--- src/rtl/ctl_score_pkg.sv ---
// Shared BCD types and helpers for the ctl_score_bcd score counter.
package ctl_score_pkg;

    localparam int DIGIT_W = 4;

    typedef logic [DIGIT_W-1:0] bcd_digit_t;

    localparam bcd_digit_t BCD_MAX_DIGIT = 4'd9;

    // Award values above a single decimal digit saturate to 9 points.
    function automatic bcd_digit_t clamp_points(input logic [3:0] points);
        return (points > BCD_MAX_DIGIT) ? BCD_MAX_DIGIT : bcd_digit_t'(points);
    endfunction

endpackage

--- src/rtl/ctl_score_bcd_digit_add.sv ---
// One decimal digit of the score adder: a + b + cin -> sum in 0..9 plus decimal carry.
module bcd_digit_add
    import ctl_score_pkg::*;
(
    input  bcd_digit_t a,
    input  bcd_digit_t b,
    input  logic       cin,
    output bcd_digit_t sum,
    output logic       cout
);

    logic [DIGIT_W:0] raw;

    // NOTE: every output of a combinational block gets a value on every path,
    // otherwise synthesis infers a latch to hold the old value.
    always_comb begin
        raw  = {1'b0, a} + {1'b0, b} + {{DIGIT_W{1'b0}}, cin};
        sum  = raw[DIGIT_W-1:0];
        cout = 1'b0;
        if (raw > 5'd9) begin
            sum  = bcd_digit_t'(raw - 5'd10);
            cout = 1'b1;
        end
    end

endmodule

--- src/rtl/ctl_score_bcd.sv ---
// Per-player BCD score counter with hit edge detection, saturation and selectable display.
// Optional high-score register enabled by defining CTL_SCORE_HIGH_SCORE_EN.
module ctl_score_bcd
    import ctl_score_pkg::*;
#(
    parameter int NUM_DIGITS  = 2,
    parameter int NUM_PLAYERS = 1,
    parameter int PSEL_W      = 2
) (
    input  logic                          clk,
    input  logic                          rst,
    input  logic                          reset_score,
    input  logic                          hit,
    input  logic                          duck_hit,
    input  logic [3:0]                    points,
    input  logic [PSEL_W-1:0]             player_sel,
    output logic [NUM_DIGITS*DIGIT_W-1:0] score_bcd,
    output logic [NUM_DIGITS*DIGIT_W-1:0] high_score_bcd,
    output logic                          score_sat
);

    typedef bcd_digit_t [NUM_DIGITS-1:0] score_t;

    localparam score_t ALL_NINES = {NUM_DIGITS{BCD_MAX_DIGIT}};

    score_t              score_q [NUM_PLAYERS];
    logic                hit_last;
    logic                valid_event;
    logic                sel_valid;
    score_t              sel_score;
    score_t              sum_digits;
    score_t              score_next;
    logic [NUM_DIGITS:0] carry;

    // Out-of-range selections match no player: nothing is credited and zero is shown.
    always_comb begin
        sel_valid = 1'b0;
        sel_score = '0;
        for (int p = 0; p < NUM_PLAYERS; p++) begin
            if (player_sel == PSEL_W'(p)) begin
                sel_valid = 1'b1;
                sel_score = score_q[p];
            end
        end
    end

    assign valid_event = hit & ~hit_last & ~duck_hit;

    assign carry[0] = 1'b0;

    for (genvar d = 0; d < NUM_DIGITS; d++) begin : g_digit
        bcd_digit_t addend;
        if (d == 0) begin : g_units
            assign addend = clamp_points(points);
        end else begin : g_upper
            assign addend = '0;
        end

        bcd_digit_add u_add (
            .a    (sel_score[d]),
            .b    (addend),
            .cin  (carry[d]),
            .sum  (sum_digits[d]),
            .cout (carry[d+1])
        );
    end

    // A carry out of the top digit means the score overflowed: pin it at all nines.
    assign score_next = carry[NUM_DIGITS] ? ALL_NINES : sum_digits;

    // NOTE: the score array is reset explicitly because both rst and a game
    // restart must zero every player, so it cannot be left as an unreset RAM.
    always_ff @(posedge clk) begin
        if (rst || reset_score) begin
            hit_last <= 1'b0;
            for (int p = 0; p < NUM_PLAYERS; p++) begin
                score_q[p] <= '0;
            end
        end else begin
            // NOTE: state registers use non-blocking assignment so every
            // flop samples pre-edge values regardless of statement order.
            hit_last <= hit;
            if (valid_event) begin
                for (int p = 0; p < NUM_PLAYERS; p++) begin
                    if (player_sel == PSEL_W'(p)) begin
                        score_q[p] <= score_next;
                    end
                end
            end
        end
    end

    always_ff @(posedge clk) begin
        if (rst || reset_score) begin
            score_bcd <= '0;
            score_sat <= 1'b0;
        end else begin
            score_bcd <= sel_score;
            score_sat <= sel_valid && (sel_score == ALL_NINES);
        end
    end

`ifdef CTL_SCORE_HIGH_SCORE_EN
    score_t best_now;
    score_t high_q;

    // Digits never exceed 9, so plain unsigned compare of packed BCD orders by magnitude.
    always_comb begin
        best_now = '0;
        for (int p = 0; p < NUM_PLAYERS; p++) begin
            if (score_q[p] > best_now) begin
                best_now = score_q[p];
            end
        end
    end

    always_ff @(posedge clk) begin
        if (rst) begin
            high_q <= '0;
        end else if (best_now > high_q) begin
            high_q <= best_now;
        end
    end

    assign high_score_bcd = high_q;
`else
    assign high_score_bcd = '0;
`endif

endmodule

--- config.mk ---
export PLATFORM = sky130hd
export DESIGN_NAME = ctl_score_bcd
export DESIGN_NICKNAME = d
export VERILOG_FILES = /design/src/rtl/ctl_score_pkg.sv /design/src/rtl/ctl_score_bcd_digit_add.sv /design/src/rtl/ctl_score_bcd.sv
export SDC_FILE = /design/constraint.sdc
export NUM_CORES = 1
export LEC_CHECK = 0
export BUFFER_PORTS_ARGS = -buffer_cell sky130_fd_sc_hd__buf_4
export CORE_MARGIN = 5
export CORE_UTILIZATION = 51
export DETAILED_ROUTE_END_ITERATION = 10
export PLACE_DENSITY = 0.77
export SLEW_MARGIN = 40
export SYNTH_ARGS = -nofsm -noshare
export SYNTH_HDL_FRONTEND = slang
export SYNTH_SLANG_ARGS = --single-unit
--- constraint.sdc ---
create_clock -name clk -period 4.7 [get_ports clk]
set_input_delay 0.235 -clock clk [delete_from_list [all_inputs] [get_ports clk]]
set_output_delay 0.235 -clock clk [all_outputs]
set_load 0.01 [all_outputs]
==> results of run 1 <==
layout by cell type (no fill, tap or decap), types with 2 or more instances in the layout:
| master | n |
|---|---|
| a21oi_1 | 3 |
| edfxtp_1 | 8 |
| and3_1 | 8 |
| xor2_1 | 2 |
| nor2b_1 | 2 |
| nor2_1 | 8 |
| nor3_1 | 4 |
| nand2b_1 | 3 |
| and2_1 | 6 |
| o21a_1 | 3 |
| conb_1 | 8 |
| buf_4 | 20 |
| inv_1 | 6 |
| ha_1 | 7 |
| clkbuf_4 | 3 |
| nand2_1 | 3 |
| o21ai_1 | 2 |
| nand3_1 | 2 |
| dfxtp_1 | 10 |
cell families after synthesis:
| kind of cell | count (synthesis) | synth area share [%] |
|---|---|---|
| compound gates | 15 | 11.8 |
| simple gates | 41 | 21.6 |
| fa+ha+maj | 8 | 10.1 |
| buf+inv | 16 | 8.42 |
| mux | 3 | 3.39 |
| other cells | 1 | 0.351 |
| xor+xnor | 3 | 3.16 |
| flops | 18 | 41.2 |
metrics by stage:
stage | std cells | setup WS, ps | area [um2]
floorplan | 112 | 732 | 1100
global placement | 149 | 727 | 1210
detailed placement | 149 | 654 | 1220
CTS | 153 | 725 | 1250
global route | 153 | 521 | 1250
finish | 153 | 737 | 1250
layer usage:
layer  routed length [um]  global-route usage (%)  vias to the layer above
met1                  787                    15.5                      344
met3                  162                    5.57                        3
met5                    0                       0                        -
met4                   10                    2.08                        0
met2                  950                    22.8                       26
li1                     -                       -                      391
power breakdown:
group	switching [W]	leakage, nW	internal (W)
logic	0.0000269	0.401	0.0000245
registers	0.00000283	0.170	0.000167
clock network	0.0000451	0.0210	0.0000472
total	0.0000749	0.593	0.000239
how the worst min path moves through the flow:
stage	startpoint	endpoint	slack (ps)	cells past startpoint
3_3_place_gp	rst	score_bcd[6]	430	2
4_1_cts	reset_score	score_bcd[1]	110	2
3_5_place_dp	reset_score	score_bcd[1]	430	2
6_report	reset_score	score_bcd[1]	110	2
2_1_floorplan	rst	score_bcd[1]	310	1
5_1_grt	reset_score	score_bcd[1]	100	2
final cells by class:
class / count / area (um2) / area share, %
repair buffers: 20 / 150 / 12.0
multi-input cells: 78 / 571 / 45.5
flip-flops and latches: 18 / 440 / 35.1
well taps: 27 / 33.8 / 2.69
clock buffers: 4 / 36.3 / 2.89
inverters: 6 / 22.5 / 1.80
state kept, by name, indices dropped and copies added, names as in the netlist:
| name | count |
|---|---|
| score_bcd | 8 |
| hit_last | 1 |
| score_q | 8 |
| score_sat | 1 |
worst max-delay path, cell delays in order, from the launching register on:
cell      delay, ps
edfxtp_1        400
and2_1          170
ha_1            170
inv_1            50
fa_1            430
xor2_2          220
ha_1            240
nor2b_1         150
a31o_4          220
o311ai_4        290
ha_1            240
ha_1            220
mux2_1          340
o21ai_1         170
nor2_1          100
a21o_1          160
o21a_1          150
==> flow_summary.json, run 1 <==
{
  "fin_crit_ps": 3960,
  "grt_pass1_wl_um": 3250,
  "pin_count": 28,
  "core_um2": 1980,
  "synth_warnings": 0,
  "tns_ps": 0,
  "regToRegSetupSlack_ps": 740,
  "synth.most_common_cell": "dfxtp_1",
  "fmax_mhz": 252,
  "wl_um": 1910,
  "clk_latency_ps": 290,
  "cp-startpoint": "score_q[0][0]",
  "grt.overflow.total": 0,
  "design.die.area_um2": 3110,
  "whs_ps": 114,
  "cts.sinks": 18,
  "rsz0062_at_grt": "false",
  "die_x_um": 55.8,
  "ys_seq_elements": 18,
  "cts_buffers": 3,
  "p_total_w": 0.000314,
  "finalHoldViolations": 0,
  "hold_path_class": "input pin to register",
  "path_clk_slew_ps": 100,
  "nFillCells": 170,
  "ys_seq_area_share_pct": 41.2,
  "synth_top_area_cell": "edfxtp_1",
  "syn_to_final_growth_pct": 17.2,
  "crit_end": "score_q[0][3]",
  "track_usage_pct": 13.2,
  "syn-mean-instance-area_um2": 10.2,
  "r2r_cells": 16,
  "num_vias": 764,
  "tightestPinTransition_ps": 729,
  "drt_first_pass_iters": 4,
  "hpwl_um": 1630,
  "nets": 146,
  "r2r-start": "score_q[0][0]",
  "portBuffers": 19,
  "place.gp.congestion": 0.749,
  "status": "complete, no violations",
  "crit_arrival_ps": 4020,
  "ant_nets": 0,
  "cts_setup_buffers": 0,
  "final.setup_skew_ps": 3.09,
  "antenna_found_initial": 0,
  "cts_root_buffer": "clkbuf_4",
  "grt_max_degree": 15,
  "ys_types": 36,
  "setup_viol": 0,
  "synth_async_sr_flop_share_pct": 0,
  "start_util_pct": 54.0,
  "drive_gt1_share_pct": 25.4,
  "endpoint_kind": "register",
  "cts_tree": "done",
  "dr.first_iter.drc_count": 13,
  "drc": 0,
  "cp_max_fo": 3,
  "cts_hold_buf": 0,
  "syn_inst": 105,
  "fp-row-count": 16,
  "grt_pass1_vias": 734,
  "r2r_end": "score_q[0][3]",
  "synth_area_um2": 1070,
  "wl_per_cell_um": 12.5,
  "path_class": "register to register",
  "synth.top_cell.area_share_pct": 22.5,
  "synth_edf_count": 8,
  "cts.repair.resized": 0,
  "slew_headroom_pct": 51.1,
  "irDropWorstVdd_mv": 0.190,
  "drv_slew": 0,
  "via_per_inst": 4.99,
  "num_antenna_cells": 0,
  "cp-start-kind": "register",
  "fin_util_pct": 63.3,
  "fin_crit_sh_pct": 84.3,
  "drv_cap": 0,
  "ctsHtreeMaxLevel": 1,
  "die-height_um": 55.8,
  "crit_required_ps": 4760,
  "p_leak_nw": 0.593,
  "synth.area.top_cells": "edfxtp_1, dfxtp_1, ha_1",
  "synth-main-ff-cell": "dfxtp_1",
  "clockBufferDepth": 2,
  "netlist_top_cells_count": "dfxtp_1, and3_1, buf_4, edfxtp_1, nor2_1",
  "p_per_area_nw_per_um2": 250
}
Note: power is estimated with default switching activity, not from simulation.
==> run 2, diff against run 1 <==
--- a/config.mk
+++ b/config.mk
@@ -7,9 +7,9 @@
 export LEC_CHECK = 0
 export BUFFER_PORTS_ARGS = -buffer_cell sky130_fd_sc_hd__buf_4
 export CORE_MARGIN = 5
-export CORE_UTILIZATION = 51
+export CORE_UTILIZATION = 46
 export DETAILED_ROUTE_END_ITERATION = 10
-export PLACE_DENSITY = 0.77
+export PLACE_DENSITY = 0.74
 export SLEW_MARGIN = 40
 export SYNTH_ARGS = -nofsm -noshare
 export SYNTH_HDL_FRONTEND = slang
==> constraint.sdc (replaced) <==
create_clock -name clk -period 3.3 [get_ports clk]
set_input_delay 0.165 -clock clk [delete_from_list [all_inputs] [get_ports clk]]
set_output_delay 0.165 -clock clk [all_outputs]
set_load 0.01 [all_outputs]
==> run 2 against run 1 <==
The flow now finishes with violations (setup timing); register-to-register slack got worse by 870 ps; worst setup slack got worse by 870 ps; die area rose by 8.9%; routed wire length rose by 16%; clock power rose by 15%; cell count rose by 12%; cell area rose by 16%; hold slack got worse by 57 ps; critical endpoint unchanged.
==> flow_summary.json, run 2 (synthesis gave the netlist of run 1 again) <==
{
  "crit_required_ps": 3350,
  "die-height_um": 58.2,
  "fin_util_pct": 66.0,
  "portBuffers": 19,
  "cts_tree": "done",
  "dr.first_iter.drc_count": 24,
  "cp_max_fo": 3,
  "critPathTopFamily": "adder cells",
  "ctsHtreeMaxLevel": 1,
  "status": "complete, but fails checks",
  "drv_slew": 0,
  "final.setup_skew_ps": 13.2,
  "path_clk_slew_ps": 100,
  "cts.sinks": 18,
  "whs_ps": 57.3,
  "grt.overflow.total": 0,
  "cts_hold_buf": 0,
  "reg_top3": "score_bcd (8), score_q (8)",
  "wl_per_cell_um": 12.8,
  "place.gp.congestion": 0.749,
  "num_antenna_cells": 0,
  "path_class": "register to register",
  "p_per_area_nw_per_um2": 310,
  "critPathMaxStageDelay_ps": 460,
  "path_buf_inv": 1,
  "setup_viol": 3,
  "fin_crit_ps": 3440,
  "clockBufferDepth": 2,
  "hold_path_class": "input pin to register",
  "endpoint_kind": "register",
  "num_vias": 852,
  "rsz0062_at_grt": "true",
  "p_leak_nw": 0.676,
  "wl_um": 2210,
  "design.die.area_um2": 3390,
  "worst_slack_ps": -135,
  "antenna_found_initial": 0,
  "cpMaxStageDelayCell": "fa_2",
  "crit_arrival_ps": 3490,
  "start_util_pct": 48.4,
  "crit_chain": "and2_4 -> ha_4 -> inv_2 -> fa_2 -> ha_4 -> nor2b_4 -> a31o_4 -> o311ai_4 -> ha_2 -> ha_4 -> mux2_4 -> o21ai_4 -> nor2_2 -> a21o_1 -> o21a_1",
  "grt_pass1_vias": 845,
  "drv_cap": 0,
  "cp_common_cell": "ha_4",
  "syn_to_final_growth_pct": 36.5,
  "layout_commonest_cell": "buf_4",
  "grt_pass1_wl_um": 3560,
  "irDropWorstVdd_mv": 0.307,
  "fmax_mhz": 291,
  "ant_nets": 0,
  "fp-row-count": 17,
  "violations": "setup timing",
  "cts_root_buffer": "clkbuf_4",
  "pin_count": 28,
  "via_per_inst": 4.95,
  "track_usage_pct": 13.7,
  "cts_buffers": 3,
  "final_cell_mix": "buf_4, dfxtp_1, and3_1, conb_1, edfxtp_1",
  "grt_max_degree": 11,
  "hpwl_um": 1910,
  "drt_first_pass_iters": 4,
  "drive_gt1_share_pct": 43.1,
  "nets": 164,
  "finalHoldViolations": 0,
  "core_um2": 2210,
  "drc": 0,
  "clk_latency_ps": 290,
  "cp-start-kind": "register",
  "fin_crit_sh_pct": 104,
  "die_x_um": 58.2,
  "p_total_w": 0.000453
}
-- run 2: cell count changes in the layout (fill, tap and decap cells not counted), sizes merged --
cell / delta
buf: +18
-- run 2: area by class of cell --
cell class | count | area [um2]
Sequential cell | 18 | 440
Multi-Input combinational cell | 78 | 651
Fill cell | 194 | 752
Tap cell | 28 | 35.0
Timing Repair Buffer | 38 | 285
Inverter | 6 | 22.5
Clock buffer | 4 | 26.3
-- run 2: worst reg2reg max path, stage by stage (launching register included) --
cell	delay (ps)
edfxtp_1	390
and2_4	160
ha_4	150
inv_2	50
fa_2	460
ha_4	180
nor2b_4	120
a31o_4	210
o311ai_4	250
ha_2	260
ha_4	140
mux2_4	310
o21ai_4	140
nor2_2	60
a21o_1	160
o21a_1	160
-- run 2: stage by stage --
step	setup WS (ps)	setup TNS, ps	instances	area, um2
after global placement	-261	-908	166	1390
final	-135	-147	172	1460
after global routing	-226	-764	172	1460
after CTS	-154	-233	171	1440
after floorplan	-277	-687	112	1170
after detailed placement	-300	-1160	166	1390
-- run 2: worst paths after layout --
kind	cells past startpoint	from	slack [ps]	end
setup / recovery	15	score_q[0][0]	-140	score_q[0][3]
hold / removal	2	rst	60	score_bcd[1]
setup reg to reg	15	score_q[0][0]	-140	score_q[0][3]
hold reg to reg	1	score_q[0][3]	530	score_bcd[3]
-- run 2: power by group --
group | internal (W) | switching, W
registers | 0.000238 | 0.00000426
clock network | 0.0000469 | 0.0000595
logic | 0.0000565 | 0.0000478
total | 0.000342 | 0.000112
-- run 2: routing by layer --
layer  wire length [um]  global-route usage (%)  vias to the layer above
li1                   -                       -                      425
met1                887                    14.5                      403
met2               1200                    26.8                       24
met3                119                    4.23                        0
met4                  0                    1.99                        0
met5                  0                       0                        -
-- run 2: timing repair --
action,4_1_cts,5_1_grt
hold endpoints to repair,0,0
pin swaps,8,4
cloned,0,0
resized for setup,2,2
setup buffers,2,1
endpoints found under the setup margin,8,8
==> run 3, diff against run 2 <==
--- a/config.mk
+++ b/config.mk
@@ -9,8 +9,8 @@
 export CORE_MARGIN = 5
 export CORE_UTILIZATION = 46
 export DETAILED_ROUTE_END_ITERATION = 10
-export PLACE_DENSITY = 0.74
-export SLEW_MARGIN = 40
+export PLACE_DENSITY = 0.71
+export SLEW_MARGIN = 15
 export SYNTH_ARGS = -nofsm -noshare
 export SYNTH_HDL_FRONTEND = slang
 export SYNTH_SLANG_ARGS = --single-unit
==> constraint.sdc (replaced) <==
create_clock -name clk -period 3.1 [get_ports clk]
set_input_delay 0.155 -clock clk [delete_from_list [all_inputs] [get_ports clk]]
set_output_delay 0.155 -clock clk [all_outputs]
set_load 0.01 [all_outputs]
==> run 3 against run 2 <==
Global-route usage is 1.6 points higher; clock skew is 2.6 ps higher; combinational power is 17% higher; sequential cell count stayed put; clock-buffer cell count stayed put; sequential share of layout area is 2.2 points lower; first-iteration DRC count is 8.3% lower; routed wire length is 17% higher; sequential power is 7% higher; highest routed layer is now met4; fmax is 3.1% lower; utilization is 5.3 points higher; the flow still finishes with violations (setup timing); critical path depth stayed put.
==> flow_summary.json, run 3 (synthesis gave the netlist of run 1 again) <==
{
  "antenna_found_initial": 0,
  "ctsHtreeMaxLevel": 1,
  "nets": 173,
  "core_um2": 2210,
  "crit_required_ps": 3170,
  "die-height_um": 58.2,
  "p_per_area_nw_per_um2": 317,
  "cts_hold_buf": 0,
  "reg_top3": "score_bcd (8), score_q (8)",
  "irDropWorstVdd_mv": 0.344,
  "final.setup_skew_ps": 15.7,
  "path_class": "register to register",
  "die_x_um": 58.2,
  "hpwl_um": 1940,
  "worst_slack_ps": -447,
  "layout_commonest_cell": "buf_4",
  "num_antenna_cells": 0,
  "whs_ps": 38.4,
  "p_leak_nw": 0.725,
  "fp-row-count": 17,
  "drive_gt1_share_pct": 50.3,
  "setup_viol": 8,
  "design.die.area_um2": 3390,
  "cts.sinks": 18,
  "cts_root_buffer": "clkbuf_4",
  "clk_latency_ps": 310,
  "dr.first_iter.drc_count": 22,
  "cp-start-kind": "register",
  "drt_first_pass_iters": 4,
  "ant_nets": 0,
  "clockBufferDepth": 2,
  "num_vias": 888,
  "rsz0062_at_grt": "true",
  "fin_crit_sh_pct": 114,
  "min_from": "rst",
  "place_area_um2": 1410,
  "tightestPinTransition_ps": 550,
  "fin_crit_ps": 3550,
  "r2r_end": "score_q[0][3]",
  "hold_path_class": "input pin to register",
  "stdcell_area_um2": 1580,
  "endpoint_kind": "register",
  "final_cell_mix": "buf_4, dfxtp_1, and3_1, conb_1, edfxtp_1",
  "portBuffers": 19,
  "cts_tree": "done",
  "start_util_pct": 48.4,
  "grt_max_degree": 11,
  "wl_per_cell_um": 14.3,
  "slew_headroom_pct": 63.2,
  "regToRegSetupSlack_ps": -450,
  "drc": 0,
  "status": "complete, but fails checks",
  "holdPathStages": 2,
  "drv_cap": 0,
  "via_per_inst": 4.91,
  "grt_pass1_wl_um": 3910,
  "pin_count": 28,
  "path_clk_slew_ps": 100,
  "violations": "setup timing",
  "syn_to_final_growth_pct": 47.5,
  "drv_slew": 0,
  "grt.overflow.total": 0,
  "cts_buffers": 3,
  "grt_pass1_vias": 900,
  "place.gp.congestion": 0.751,
  "wl_um": 2580,
  "finalHoldViolations": 0,
  "cp_max_fo": 3,
  "hold_end": "score_bcd[1]",
  "fmax_mhz": 282,
  "r2r-start": "score_q[0][0]",
  "r2r_cells": 15,
  "track_usage_pct": 15.3,
  "crit_arrival_ps": 3620
}
-- run 3: cell types whose count changed in the layout (fill, tap and decap cells not counted), moves of 2 or more --
| cell | delta |
|---|---|
| nor2_1 | -3 |
| nor2_2 | +2 |
| buf_4 | +6 |
| buf_6 | +3 |
-- run 3: layout make-up --
| cell class | instances | area [um2] |
|---|---|---|
| Clock buffer | 4 | 26.3 |
| Fill cell | 172 | 634 |
| Inverter | 6 | 22.5 |
| Multi-Input combinational cell | 78 | 689 |
| Sequential cell | 18 | 440 |
| Tap cell | 28 | 35.0 |
| Timing Repair Buffer | 47 | 364 |
-- run 3: worst max path at each step --
stage	from	end	slack [ps]	depth (start not counted)
2_1_floorplan	player_sel[0]	score_q[0][3]	-470	18
3_3_place_gp	points[2]	score_q[0][3]	-470	17
3_5_place_dp	player_sel[0]	score_q[0][3]	-570	18
4_1_cts	score_q[0][0]	score_q[0][2]	-400	16
5_1_grt	score_q[0][0]	score_q[0][3]	-520	15
6_report	score_q[0][0]	score_q[0][3]	-450	15
-- run 3: layer usage --
metal | GRT usage, % | routed length, um | vias to the layer above | part of all wire, %
li1 | - | - | 441 | -
met1 | 15.1 | 935 | 416 | 36
met2 | 30.2 | 1470 | 26 | 57
met3 | 5.79 | 153 | 5 | 5.9
met4 | 2.32 | 21 | 0 | 0.81
met5 | 0 | 0 | - | 0
-- run 3: critical path: stages, from the launching register on --
cell	delay, ps
edfxtp_1	420
and2_4	160
ha_4	150
inv_2	50
fa_2	450
ha_2	210
nor2b_4	120
a31o_4	210
o311ai_4	300
ha_4	210
ha_4	130
mux2_4	310
o21ai_4	180
nor2_4	50
a21o_1	170
o21a_1	180
-- run 3: power breakdown --
| part | total, W | switching (W) | internal, W |
|---|---|---|---|
| Clock | 0.000120 | 0.0000702 | 0.0000503 |
| Sequential | 0.000259 | 0.00000511 | 0.000254 |
| Combinational | 0.000122 | 0.0000557 | 0.0000660 |
-- run 3: repair_timing --
item | 4_1_cts | 5_1_grt
gates resized for setup | 8 | 7
endpoints found under the setup margin | 8 | 8
buffers inserted | 5 | 6
pin swaps | 7 | 4
-- run 3: per-stage QoR --
step	total power, W	TNS [ps]	utilization (%)	worst slack [ps]	instances
after global placement	0.000365	-2670	63.7	-467	168
final	0.000501	-2880	71.3	-447	181
after floorplan	0.000334	-2020	-	-467	112
after detailed placement	0.000369	-3340	63.7	-572	168
after CTS	0.000492	-2740	68.6	-403	177
after global routing	0.000529	-3560	71.3	-522	181
